==> src/rtl/driver_keys_pkg.sv <==
// driver_pkg: register map and sizing shared by the switch/key peripheral.
package driver_pkg;

    localparam int NUM_SW = 10;
    localparam int NUM_KEY = 4;
    localparam int DEBOUNCE_DEFAULT = 50000;

    localparam logic [1:0] ADDR_SW_STATE = 2'd0;
    localparam logic [1:0] ADDR_KEY_STATE = 2'd1;
    localparam logic [1:0] ADDR_KEY_EDGE = 2'd2;
    localparam logic [1:0] ADDR_KEY_MASK = 2'd3;

endpackage

==> src/rtl/driver_keys_debounce.sv <==
// debounce_bit: 2-flop synchronizer plus counter that accepts a level after DEBOUNCE_CYCLES stable cycles.
module debounce_bit
    import driver_pkg::*;
#(
    parameter int DEBOUNCE_CYCLES = DEBOUNCE_DEFAULT,
    parameter logic RESET_LEVEL = 1'b0
) (
    input  logic clk,
    input  logic reset_n,
    input  logic raw,
    output logic level,
    output logic accept
);

    localparam logic [15:0] LAST = 16'(DEBOUNCE_CYCLES - 1);

    logic [1:0] sync;
    logic [15:0] count;

    // accept is the one-cycle strobe on which level flips
    assign accept = (sync[1] != level) && (count == LAST);

    always_ff @(posedge clk or negedge reset_n) begin
        if (!reset_n) begin
            sync <= {2{RESET_LEVEL}};
            count <= '0;
            level <= RESET_LEVEL;
        end else begin
            sync <= {sync[0], raw};
            count <= (sync[1] == level || accept) ? '0 : count + 16'd1;
            level <= accept ? sync[1] : level;
        end
    end

endmodule

==> src/rtl/driver_keys.sv <==
// driver_keys: debounced slide switches and pushbuttons with press-edge latch, mask and level irq.
module driver_keys
    import driver_pkg::*;
#(
    parameter int DEBOUNCE_CYCLES = DEBOUNCE_DEFAULT
) (
    input  logic        clk,
    input  logic        reset_n,
    input  logic        chip_select,
    input  logic        write_enable,
    input  logic [1:0]  address,
    input  logic [31:0] data_write,
    output logic [31:0] data_read,
    input  logic [NUM_SW-1:0]  sw,
    input  logic [NUM_KEY-1:0] key,
    output logic        irq
);

    logic [NUM_SW-1:0] sw_state;
    logic [NUM_SW-1:0] unused_sw_accept;
    logic [NUM_KEY-1:0] key_level, key_accept, key_state, key_press;
    logic [NUM_KEY-1:0] key_edge, key_mask, edge_clear;
    logic [31:0] read_mux;
    logic write;
    logic unused_data;

    for (genvar i = 0; i < NUM_SW; i++) begin : g_sw
        debounce_bit #(.DEBOUNCE_CYCLES(DEBOUNCE_CYCLES), .RESET_LEVEL(1'b0)) u_db (
            .clk(clk),
            .reset_n(reset_n),
            .raw(sw[i]),
            .level(sw_state[i]),
            .accept(unused_sw_accept[i])
        );
    end

    for (genvar i = 0; i < NUM_KEY; i++) begin : g_key
        debounce_bit #(.DEBOUNCE_CYCLES(DEBOUNCE_CYCLES), .RESET_LEVEL(1'b1)) u_db (
            .clk(clk),
            .reset_n(reset_n),
            .raw(key[i]),
            .level(key_level[i]),
            .accept(key_accept[i])
        );
    end

    // keys are active-low: a released key accepting a change is a press
    assign key_state = ~key_level;
    assign key_press = key_accept & key_level;
    assign write = chip_select & write_enable;
    assign edge_clear = (write && address == ADDR_KEY_EDGE) ? data_write[NUM_KEY-1:0] : '0;
    assign unused_data = &{1'b0, data_write[31:NUM_KEY]};

    always_comb begin
        read_mux = address == ADDR_SW_STATE  ? {22'b0, sw_state} :
                   address == ADDR_KEY_STATE ? {28'b0, key_state} :
                   address == ADDR_KEY_EDGE  ? {28'b0, key_edge} :
                                               {28'b0, key_mask};
    end

    always_ff @(posedge clk or negedge reset_n) begin
        if (!reset_n) begin
            key_edge <= '0;
            key_mask <= '0;
            irq <= 1'b0;
            data_read <= '0;
        end else begin
            key_edge <= (key_edge & ~edge_clear) | key_press;
            key_mask <= (write && address == ADDR_KEY_MASK) ? data_write[NUM_KEY-1:0] : key_mask;
            irq <= |(key_edge & key_mask);
            data_read <= chip_select ? read_mux : data_read;
        end
    end

endmodule

==> config.mk <==
export PLATFORM = sky130hd
export DESIGN_NAME = driver_keys
export DESIGN_NICKNAME = d
export VERILOG_FILES = /design/src/rtl/driver_keys_pkg.sv /design/src/rtl/driver_keys_debounce.sv /design/src/rtl/driver_keys.sv
export SDC_FILE = /design/constraint.sdc
export NUM_CORES = 1
export LEC_CHECK = 0
export CAP_MARGIN = 15
export CORE_UTILIZATION = 35
export DETAILED_ROUTE_END_ITERATION = 7
export PLACE_DENSITY = 0.58
export SLEW_MARGIN = 20
export SYNTH_ARGS = -nofsm -noshare
export SYNTH_HDL_FRONTEND = slang
export SYNTH_HIERARCHICAL = 1
export SYNTH_SLANG_ARGS = --single-unit
==> constraint.sdc <==
create_clock -name clk -period 2.2 [get_ports clk]
set_clock_uncertainty 0.15 [all_clocks]
set_input_delay 0.22 -clock clk [delete_from_list [all_inputs] [get_ports clk]]
set_output_delay 0.22 -clock clk [all_outputs]
set_load 0.05 [all_outputs]
==> results of run 1 <==
layout by cell type, fill, tap and decap left out, types with 10 or more instances in the layout:
| cell | n |
|---|---|
| dfrtp_1 | 273 |
| xnor2_1 | 168 |
| nor2_2 | 154 |
| nor2_1 | 89 |
| nand3_1 | 66 |
| nor4_2 | 56 |
| nand4_1 | 43 |
| xor2_1 | 42 |
| nor3_1 | 42 |
| inv_1 | 34 |
| nand2_1 | 33 |
| clkdlybuf4s50_1 | 33 |
| clkbuf_16 | 31 |
| and3_1 | 28 |
| nand4_2 | 28 |
| conb_1 | 22 |
| dlygate4sd3_1 | 15 |
| and4bb_1 | 14 |
| nor4b_2 | 14 |
| and4bb_2 | 14 |
| nand2_4 | 14 |
| nand3_4 | 14 |
| nand4_4 | 14 |
| nor4_4 | 14 |
| mux2_4 | 14 |
| ha_1 | 14 |
| dfstp_2 | 12 |
| clkbuf_8 | 10 |
area by class of cell:
cell class | instances | area (sq um) | area share (%)
flip-flops and latches | 285 | 7147 | 41.44
well taps | 585 | 732.0 | 4.244
repair buffers | 57 | 605.6 | 3.511
inverters | 34 | 127.6 | 0.7400
clock buffers | 47 | 935.9 | 5.427
multi-input cells | 931 | 7600 | 44.07
clock inverters | 9 | 98.84 | 0.5731
where the power goes:
group          total, mW  internal, mW  switching (mW)
registers           5.48          5.36           0.112
logic              0.599         0.196           0.403
clock network       5.23          3.14            2.09
total               11.3          8.70            2.61
worst register-to-register path: cells and delay by family (launching register included):
| family | cells | cell delay (ps) |
|---|---|---|
| XOR/XNOR | 1 | 180 |
| AND/OR/NAND/NOR | 3 | 660 |
| adder cells (fa/ha/maj) | 1 | 260 |
| flip-flops | 1 | 430 |
sequential cells by signal, indices dropped and copies added, names as in the netlist:
| signal | count |
|---|---|
| irq | 1 |
| g_sw.u_db/level | 10 |
| g_key.u_db/count | 64 |
| g_sw.u_db/sync | 20 |
| g_key.u_db/sync | 8 |
| data_read | 10 |
| key_edge | 4 |
| g_key.u_db/level | 4 |
| key_mask | 4 |
| g_sw.u_db/count | 160 |
worst min path at each step:
stage | startpoint | endpoint | cells after the start
finish | reset_n | g_key[0].u_db/count[8]$_DFF_PN0_ | 2
global route | reset_n | g_sw[8].u_db/count[4]$_DFF_PN0_ | 2
CTS | reset_n | g_sw[8].u_db/count[15]$_DFF_PN0_ | 2
detailed placement | reset_n | g_key[0].u_db/count[8]$_DFF_PN0_ | 1
global placement | reset_n | g_key[0].u_db/count[10]$_DFF_PN0_ | 1
floorplan | reset_n | data_read[0]$_DFFE_PN0P_ | 0
layer usage:
layer | routed length, um | vias to the layer above
li1 | - | 4550
met1 | 13010 | 4443
met2 | 11130 | 90
met3 | 973 | 36
met4 | 488 | 0
met5 | 0 | -
timing repair:
item                                    CTS  global route
hold endpoints to repair                293             0
endpoints found under the setup margin    0             0
hold buffers                             15             0
per-stage QoR:
stage	area [sq um]	setup WS [ps]	power (mW)	hold WS (ps)	cells
after floorplan	15480	551.9	5.977	-225.6	1318
after detailed placement	16060	441.5	6.157	20.55	1877
final	17250	64.38	11.31	4.536	1948
after CTS	17250	34.93	11.56	1.257	1948
after global routing	17250	4.216	11.82	35.85	1948
after global placement	16060	455.8	6.152	14.66	1877
==> results.md, run 1 <==
* GRT Util Overall at 12.06%
* Area growth syn-to-layout at 11.96%
* DR WL/cell at 13.14 um
* Die ar. at 0.04486 sq mm
* FF-to-FF End: g_sw[3].u_db/count[10]$_DFF_PN0_
* RePlAce Congestion at 0.7662
* CTS tree: yes
* Worst path max stage delay at 820 ps
* FF-to-FF Start: g_sw[3].u_db/count[0]$_DFF_PN0_
* Status: finished clean
* Vias in the first global route at 9318
* Worst setup EP type: output port
* Grt peak-use layer: met2
* Synth Instances at 1297
* Max-slew violations at 0
* Worst path depth at 1
* DR iter-0 viols at 425
* PortBufs at 34
* ANT nets after route at 0
* Slowest-stage cell, CP: clkdlybuf4s50_1
* Crit-path cells: clkdlybuf4s50_1
* Worst hold path class: in2async
* Yosys warning count at 6
* Met2 Resource Use GR at 18.80%
* Final Critical Period at 2136 ps
* Fin util at 39.86%
* Total count of hold-check failures in the final report at 0
* CTS resizes at 0
* First-pass GRT wire length at 45.97 mm
* Starting Density at 35.60%
* Crit path kind: reg2out
* Synth Cell Area at 0.01540 sq mm
* Antenna violations before repair at 0
* Final wirelength at 25.60 mm
* Crit path buffers/inverters at 1
* Clock Path Buffers at 3
* CTS H-tree depth at 1
* Die Span Y at 211.8 um
* Clock Sinks at 285
* Via count at 9119
* Placement Rows at 76
* Worst-Margin Slew at 501.1 ps
* R2R setup slack at 410 ps
* Final period util at 97.07%
* Core area at 0.04327 sq mm
* Largest net degree at the start of global routing at 66
* Static Leakage at 6.945 nW
* Total congestion overflow at 0
* Max Cap Violations at 0
* Num CTS Buffers at 31
* Worst VDD drop at 0.5986 mV
* PD cells at 655.5 mW/mm^2
* Crit path DAT at 1770 ps
* Io pins at 85
* RSZ-0062 raised after global routing: no
* Rel. slew slack at 66.49%
* DRC errors left at 0
* Worst setup SP type: register
* Ant diodes at 0
* CTS root buffer: clkbuf_16
* Critical path required time at 1830 ps
* Die outline width at 211.8 um
* FF-to-FF path depth at 5
* Max Clk Rate at 468.2 MHz
* Mean post-synth cell area at 11.88 sq um
* Fraction of layout cells with a size suffix above 1 at 30.45%
* CP Launch Point: data_read[2]$_DFFE_PN0P_
* Skew-Pair Late Insertion Delay at 570 ps
* Grt met3 use at 2.166%
* TNS Setup at 0 ps
* Vias per std cell at 4.681
* Post-DP HPWL at 16.73 mm
* Filler Cell Count at 4184
* CP Max Fanout at 2
* Grt met1 use at 17.30%
* CP top delay family: buffers and inverters
* Clk slew on worst S/H paths at 60 ps
* Critical Path End: data_read[2]
* Layout Nets at 1406
* Setup bufs post-CTS at 0
* DR pass1 iterations at 4
* # setup viols final at 0
Power figures use the tool's default switching activity.
==> run 2, diff against run 1 <==
ABC_CLOCK_PERIOD_IN_PS = 2200   (was not set)
==> results of run 2 <==
Same layout as run 1: the final DEF is identical, and so are final timing and power.
==> run 3, diff against run 2 <==
ABC_CLOCK_PERIOD_IN_PS = 1990   (was 2200)
CAP_MARGIN = 20   (was 15)
CTS_BUF_LIST = sky130_fd_sc_hd__clkbuf_4   (was not set)
clock period = 1.99 ns   (was 2.2 ns; I/O delays follow)
==> run 3 against run 2 <==
Net effect:
- non-clock buffer count grew 12
- combinational power grew 15%
- wire length grew 2.3%
- via count grew 4.2%
- sequential power grew 10%
- utilization grew 0.19 points
- critical path type unchanged
==> results.md, run 3 (synthesis results as in run 1) <==
* Status: finished clean (unchanged)
* Antenna violations before repair at 1 (was 0)
* Worst setup EP type: output port (unchanged)
* Vias in the first global route at 9680 (was 9318)
* Rel. slew slack at 63.53% (was 66.49%)
* GRT Util Overall at 12.63% (was 12.06%)
* Most common cell after layout, fill and taps aside: dfrtp_1 (unchanged)
* Fin area at 0.01733 sq mm (was 0.01725 sq mm)
* Max reg flops at 160 (unchanged)
* Critical path required time at 1640 ps (was 1830 ps)
* Final period util at 93.73%
* Post-DP HPWL at 17.33 mm (was 16.73 mm)
* Via count at 9503 (was 9119)
* Clk slew on worst S/H paths at 60 ps (about the same)
* Final wirelength at 26.18 mm (was 25.60 mm)
* Slowest-stage cell, CP: dfrtp_1 (was clkdlybuf4s50_1)
* Worst setup SP type: register (unchanged)
* Worst path max stage delay at 390 ps (was 820 ps)
* DR iter-0 viols at 406 (was 425)
* Worst hold path class: in2reg (was in2async)
* Layout Nets at 1464 (was 1406)
* Fraction of layout cells with a size suffix above 1 at 34.73% (was 30.45%)
* Crit path kind: reg2out (unchanged)
* DR pass1 iterations at 4 (unchanged)
* RSZ-0062 raised after global routing: no (unchanged)
* Vias per std cell at 4.665 (was 4.681)
* Crit-path cells: clkdlybuf4s15_2 (was clkdlybuf4s50_1)
* Max-slew violations at 0 (unchanged)
* CTS tree: yes (unchanged)
* Die Span Y at 211.8 um (unchanged)
* First-pass GRT wire length at 46.97 mm (was 45.97 mm)
* Skew-Pair Late Insertion Delay at 730 ps (was 570 ps)
* Clock Path Buffers at 3 (unchanged)
* DR WL/cell at 12.85 um (was 13.14 um)
* Static Leakage at 7.074 nW (was 6.945 nW)
* TNS Setup at 0 ps (unchanged)
* Crit path buffers/inverters at 1 (unchanged)
* Die outline width at 211.8 um (unchanged)
* Commonest non-fill, non-tap cells in the layout: dfrtp_1, xnor2_1, nor2_2 (unchanged)
* Num CTS Buffers at 77 (was 31)
* Post-DP Area at 0.01615 sq mm (was 0.01606 sq mm)
* Fin util at 40.05% (was 39.86%)
* Io pins at 85 (unchanged)
* Starting Density at 35.60% (unchanged)
* RePlAce Congestion at 0.7637 (was 0.7662)
* CP top delay family: flip-flops (was buffers and inverters)
* Crit path DAT at 1520 ps (was 1770 ps)
* Placement Rows at 76 (unchanged)
* Total count of hold-check failures in the final report at 0 (unchanged)
* Core area at 0.04327 sq mm (unchanged)
* Top flop regs: g_sw.u_db/count: 160 flops, g_key.u_db/count: 64 flops, g_sw.u_db/sync: 20 flops (unchanged)
* Biggest register: g_sw.u_db/count (unchanged)
* PD cells at 686.9 mW/mm^2 (was 655.5 mW/mm^2)
* CTS H-tree depth at 3 (was 1)
* # setup viols final at 0 (unchanged)
* Largest net degree at the start of global routing at 60 (was 66)
* Max Cap Violations at 0 (unchanged)
* Worst VDD drop at 0.3878 mV (was 0.5986 mV)
* Worst-Margin Slew at 547.0 ps (was 501.1 ps)
* DRC errors left at 0 (unchanged)
* PortBufs at 34 (unchanged)
* ANT nets after route at 0 (unchanged)
* Max Clk Rate at 536.1 MHz
* Filler Cell Count at 4196 (was 4184)
* Clock Sinks at 285 (unchanged)
* Area growth syn-to-layout at 12.50% (was 11.96%)
* CP Max Fanout at 2 (unchanged)
* Die ar. at 0.04486 sq mm (unchanged)
* Final Critical Period at 1865 ps
* CTS root buffer: clkbuf_4 (was clkbuf_16)
* Total congestion overflow at 0 (unchanged)
[run 3: changes by cell type in the layout (fill, tap and decap cells not counted), moves of 6 or more]
cell	change
clkbuf_16	-31
clkdlybuf4s15_2	+11
clkbuf_1	-6
clkbuf_8	-10
clkdlybuf4s50_1	-11
clkinv_1	+11
clkbuf_4	+113
[run 3: cell type report]
cell class / instances / area, sq um / share of cell area, %
diodes: 1 / 2.502 / 0.01444
clock buffers: 113 / 848.3 / 4.895
clock inverters: 19 / 113.9 / 0.6570
inverters: 34 / 127.6 / 0.7364
multi-input cells: 931 / 7600 / 43.85
flip-flops and latches: 285 / 7147 / 41.24
well taps: 585 / 732.0 / 4.224
repair buffers: 69 / 759.5 / 4.382
[run 3: timing repair]
item                                    4_1_cts  5_1_grt
endpoints found under the hold margin       307        0
resized for setup                            33        0
endpoints found under the setup margin       11        0
buffers inserted                              0        0
hold buffers                                 20        0
[run 3: worst register-to-register path, cell delays in order, from the launching register on]
cell and delay, ps:
dfrtp_1 420, ha_1 250, and3_1 240, nand4_2 160, and2b_1 210, a22o_1 230
[run 3: layer usage]
metal | vias to the layer above | routed length [um] | track usage, %
li1 | 4710 | - | -
met1 | 4602 | 12980 | 17.58
met2 | 141 | 11430 | 18.55
met3 | 50 | 1160 | 3.353
met4 | 0 | 614 | 4.973
met5 | - | 0 | 0
[run 3: report_power, final]
group / total [mW] / switching (mW) / internal, mW
combinational: 0.687 / 0.452 / 0.234
sequential: 6.05 / 0.124 / 5.93
clock: 5.17 / 2.44 / 2.73
[run 3: stage by stage]
stage,total power [mW],setup slack (ps),std cells,hold WS (ps)
6_report,11.90,124.8,2037,128.8
5_1_grt,12.60,16.97,2037,72.00
4_1_cts,12.22,28.62,2036,30.52
3_5_place_dp,6.830,220.4,1884,47.87
3_3_place_gp,6.823,254.6,1884,45.21
2_1_floorplan,6.608,341.9,1318,-246.6
[run 3: path summary, 6_finish.rpt]
| kind | start | end | slack, ps | depth (start not counted) |
|---|---|---|---|---|
| min | write_enable | key_mask[2]$_DFFE_PN0P_ | 130 | 3 |
| min reg2reg | g_sw[8].u_db/sync[0]$_DFF_PN0_ | g_sw[8].u_db/sync[1]$_DFF_PN0_ | 200 | 0 |
| max in group asynchronous | reset_n | g_sw[5].u_db/count[5]$_DFF_PN0_ | 640 | 4 |
| max | data_read[3]$_DFFE_PN0P_ | data_read[3] | 120 | 1 |
| max reg2reg | g_key[3].u_db/count[0]$_DFF_PN0_ | key_edge[3]$_DFF_PN0_ | 230 | 5 |
| min in group asynchronous | reset_n | g_key[0].u_db/count[13]$_DFF_PN0_ | 380 | 3 |
